**src/rtl/uart_tx_arb.sv**
```systemverilog
// Round-robin arbiter that shares one uart_tx among N_REQ byte sources.
// An owner keeps the transmitter for a burst until req_last, req drop or MAX_BURST bytes.
module uart_tx_arb #(
  parameter int unsigned N_REQ        = 4,
  parameter int unsigned PAYLOAD_BITS = 8,
  parameter int unsigned MAX_BURST    = 16,
  parameter int unsigned IDX_W        = 2
) (
  input  logic                            clk,
  input  logic                            resetn,
  input  logic [N_REQ-1:0]                req,
  input  logic [N_REQ*PAYLOAD_BITS-1:0]   req_data,
  input  logic [N_REQ-1:0]                req_last,
  output logic [N_REQ-1:0]                ack,
  output logic [IDX_W-1:0]                owner,
  output logic                            owner_valid,
  output logic                            uart_tx_en,
  output logic [PAYLOAD_BITS-1:0]         uart_tx_data,
  input  logic                            uart_tx_busy
);

  localparam int unsigned CntW = $clog2(MAX_BURST + 1);

  localparam logic [1:0] StIdle     = 2'd0;
  localparam logic [1:0] StIssue    = 2'd1;
  localparam logic [1:0] StWaitBusy = 2'd2;
  localparam logic [1:0] StWaitDone = 2'd3;

  logic [1:0]       state_q, state_d;
  logic [IDX_W-1:0] owner_q, owner_d;
  logic [IDX_W-1:0] last_owner_q, last_owner_d;
  logic [IDX_W-1:0] next_owner;
  logic [CntW-1:0]  burst_q, burst_d;
  logic             last_flag_q, last_flag_d;
  logic             send;

  // Descending scan so the candidate closest after last_owner_q wins.
  always_comb begin
    next_owner = last_owner_q;
    for (int k = int'(N_REQ); k >= 1; k--) begin
      if (req[IDX_W'((int'(last_owner_q) + k) % int'(N_REQ))]) begin
        next_owner = IDX_W'((int'(last_owner_q) + k) % int'(N_REQ));
      end
    end
  end

  always_comb begin
    state_d      = state_q;
    owner_d      = owner_q;
    last_owner_d = last_owner_q;
    burst_d      = burst_q;
    last_flag_d  = last_flag_q;
    send         = 1'b0;
    unique case (state_q)
      StIdle: begin
        if (|req) begin
          owner_d = next_owner;
          burst_d = '0;
          state_d = StIssue;
        end
      end
      StIssue: begin
        if (!req[owner_q]) begin
          last_owner_d = owner_q;
          state_d      = StIdle;
        end else if (!uart_tx_busy) begin
          send        = 1'b1;
          last_flag_d = req_last[owner_q];
          burst_d     = burst_q + 1'b1;
          state_d     = StWaitBusy;
        end
      end
      // Hold off until uart_tx shows it has taken the byte.
      StWaitBusy: begin
        if (uart_tx_busy) state_d = StWaitDone;
      end
      StWaitDone: begin
        if (!uart_tx_busy) begin
          if (last_flag_q || (burst_q == CntW'(MAX_BURST))) begin
            last_owner_d = owner_q;
            state_d      = StIdle;
          end else begin
            state_d = StIssue;
          end
        end
      end
      default: state_d = StIdle;
    endcase
  end

  always_ff @(posedge clk or negedge resetn) begin
    if (!resetn) begin
      state_q      <= StIdle;
      owner_q      <= '0;
      last_owner_q <= IDX_W'(N_REQ - 1);
      burst_q      <= '0;
      last_flag_q  <= 1'b0;
    end else begin
      state_q      <= state_d;
      owner_q      <= owner_d;
      last_owner_q <= last_owner_d;
      burst_q      <= burst_d;
      last_flag_q  <= last_flag_d;
    end
  end

  always_comb begin
    uart_tx_data = '0;
    for (int i = 0; i < int'(N_REQ); i++) begin
      if (owner_q == IDX_W'(i)) uart_tx_data = req_data[i*PAYLOAD_BITS +: PAYLOAD_BITS];
    end
  end

  always_comb begin
    ack = '0;
    if (send) ack[owner_q] = 1'b1;
  end

  assign uart_tx_en  = send;
  assign owner       = owner_q;
  assign owner_valid = (state_q != StIdle);

endmodule

```
**config.mk**
```make
export PLATFORM = sky130hd
export DESIGN_NAME = uart_tx_arb
export DESIGN_NICKNAME = d
export VERILOG_FILES = /design/src/rtl/uart_tx_arb.sv
export SDC_FILE = /design/constraint.sdc
export NUM_CORES = 1
export LEC_CHECK = 0
export CORE_MARGIN = 2
export CORE_UTILIZATION = 37
export DETAILED_ROUTE_END_ITERATION = 6
export HOLD_SLACK_MARGIN = 0.1
export PLACE_DENSITY = 0.79
export REMOVE_ABC_BUFFERS = 1
export SLEW_MARGIN = 15
export SYNTH_ARGS = -nofsm -noshare
export SYNTH_HDL_FRONTEND = slang
export SYNTH_SLANG_ARGS = --single-unit
export TNS_END_PERCENT = 20
```
**constraint.sdc**
```tcl
create_clock -name clk -period 2.1 [get_ports clk]
set_input_delay 0.21 -clock clk [delete_from_list [all_inputs] [get_ports clk]]
set_output_delay 0.21 -clock clk [all_outputs]
set_load 0.01 [all_outputs]
```
==> impl_metrics.yaml <==
outcome:
  status: "completed"
worst_setup_path:
  required_ns: 1.89
  path_max_fanout: 6
  endpoint_kind: "output port"
  reg2reg_slack_ns: 0.30
  critPathKind: "flip-flop to output port"
  cp-endpoint: "ack[0]"
  cp.depth: 5
  cpPeakStageDelay_ns: 0.45
  rr_endpoint: "last_owner_q[1]"
  timing.rr.start: "owner[1]"
  arrival_ns: 1.82
  r2r_cells: 5
  cp_slowest_cell: "dfrtp_2"
  crit_chain: "nor4b_4 > o2bb2ai_4 > buf_4 > nor3b_1 > dlygate4sd2_1"
  critPathBufInv: 2
  crit_family: "simple AND/OR/NAND/NOR gates"
  worstSetupStartpointType: "flip-flop"
routing:
  vias_per_cell: 5.356
  drt-initial-drc-count: 28
  route.detailed.wl_per_inst_um: 16.47
  dr.pass1.iters: 4
  routed_wl_mm: 3.145
  drcViolationCount: 0
  vias: 1023
  final_antenna_net_count: 0
synthesis:
  synth_edf_count: 0
  yosys.area.top_type: "dfrtp_1"
  syn_area_sq_um: 991.0
  synth_cells: 92
  syn_area_per_cell_sq_um: 10.77
  synth_seq_area_share_pct: 30.56
  ys_top_cells_by_area: "dfrtp_1, mux4_2, mux2i_1"
  ys.flop_type: "dfrtp_1"
  synthDistinctLibCells: 32
  synth_top_area_share_pct: 25.25
  synth_warnings: 0
  synth_seq_cells: 12
  async_reset_ff_share_pct: 100.0
final_layout:
  seq_area_sq_um: 306.5
  fin_nets: 207
  final_common_cell: "clkdlybuf4s50_1"
  layout_common_cells: "clkdlybuf4s50_1, nand2_1, buf_4"
  drive_above_1_share_pct: 22.98
  synthToLayoutAreaGrowth_pct: 77.02
  antenna_cells: 0
  multiInputGateArea_sq_um: 656.9
  finalInstanceArea_sq_um: 1754
  nFillCells: 203
cts:
  clock_latency_ns: 0.27
  clock_sinks: 12
  numCtsBuffers: 3
  cts_tree: "built"
  cts-root-buf: "clkbuf_4"
  cts_htree_levels: 1
  clockBufferDepth: 2
  path_clk_slew_ns: 0.07
sta:
  setup_viol: 0
  max_freq_mhz: 492.5
  fin_crit_ns: 2.030
  hold_violations: 0
  whs_ns: 0.2792
  worst_pin_slew_ns: 0.5258
  finalMaxSlewViolations: 0
  fin_crit_sh_pct: 96.68
  fin_skew_ns: 0.001991
  maxSlewHeadroom_pct: 64.84
floorplan:
  die-area_sq_um: 3108
  initial_utilization_pct: 39.64
  io-pin-count: 59
  die_height_um: 55.75
  core_area_sq_um: 2500
  placementRows: 18
  die_w_um: 55.75
power_and_ir_drop:
  p_leak_nw: 0.8237
  p_total_mw: 1.822
  cellPowerDensity_nw_per_um2: 1038
  ir_drop_uv: 760.8
placed_design:
  dp_hpwl_mm: 2.459
  post_dp_cell_area_sq_um: 1649
  portBuffers: 58
  gp_congestion: 0.8242
global_route:
  grt_usage_pct: 20.76
  grt_pass1_wl_mm: 5.140
  grt_max_degree: 14
  antenna_found_initial: 0
  grt_pass1_vias: 1075
  overflow: 0
worst_hold_path:
  hold_path_class: "primary input to asynchronous set/reset pin"
run:
  maxCapViolCount: 0
[per-layer routing]
metal  track usage, %  share of wire, %  routed length, um
met5                0                 0                  0
met4            4.181              0.48                 15
met3            3.721               7.8                245
met2            38.95                50               1577
met1            24.52                42               1306
[synth_stat cells (2+ instances only)]
cell and instances:
nand4_1 3, mux4_2 7, buf_6 3, o21ai_0 4
mux2_1 2, mux2i_1 7, nor2_1 5, ha_1 2
o2bb2ai_1 2, dfrtp_1 10, a21oi_1 2, dfstp_2 2
inv_1 5, mux4_1 2, or2_2 2, clkbuf_1 3
a21o_1 2, nand2b_1 2, nand2_1 14
[worst min path at each step]
stage,startpoint,to,slack [ns]
5_1_grt,resetn,burst_q[2],0.31
2_1_floorplan,resetn,asynchronous set/reset pin,-0.09
3_5_place_dp,burst_q[4],burst_q[4],0.49
6_report,resetn,burst_q[4],0.28
4_1_cts,resetn,burst_q[4],0.30
3_3_place_gp,burst_q[4],burst_q[4],0.48
[power by group]
group	total, mW	switching [mW]	internal [mW]
Sequential	0.456	0.121	0.335
Clock	0.182	0.0763	0.105
Combinational	1.18	0.499	0.685
[worst reg2reg max path: cells and delay by family (launching register included)]
family | cells | cell delay [ns]
compound gates | 1 | 0.12
buf+inv | 1 | 0.14
flops | 1 | 0.46
mux | 2 | 0.67
simple gates | 1 | 0.33
[what timing repair did]
| action | in CTS | in global routing |
|---|---|---|
| gates resized for setup | 18 | 6 |
| buffers inserted | 0 | 2 |
| cloned | 0 | 0 |
| hold buffers | 0 | 0 |
| hold endpoints to repair | 0 | 0 |
| endpoints found under the setup margin | 10 | 5 |
| pin swaps | 2 | 2 |
[metrics by stage]
| stage | worst slack (ns) | util, % | cells | setup TNS [ns] |
|---|---|---|---|---|
| floorplan | -0.1540 | - | 85 | -0.3148 |
| global placement | -0.06147 | 65.97 | 185 | -0.1743 |
| detailed placement | -0.1358 | 65.97 | 185 | -0.4794 |
| CTS | -0.02096 | 68.97 | 189 | -0.02096 |
| global route | -0.04012 | 70.17 | 191 | -0.04012 |
| finish | 0.06973 | 70.17 | 191 | 0 |
[registers in the layout, summed over array words and instances, names as in the netlist, named ones only]
name and flops:
last_flag_q 1, state_q 1, burst_q 5, last_owner_q 2, owner 2
[logic make-up after synthesis]
group           share of synthesized area (%)
compound gates                          10.73
mux                                     32.07
buf+inv                                 6.944
flops                                   30.56
simple gates                            17.17
fa+ha+maj                               2.525
[final cells by class]
class,count,share of cell area (%)
repair buffers,72,39.80
multi-input cells,68,37.45
flip-flops and latches,12,17.48
well taps,30,2.140
clock buffers,4,2.068
inverters,5,1.070
(Power assumes the default switching activity.)
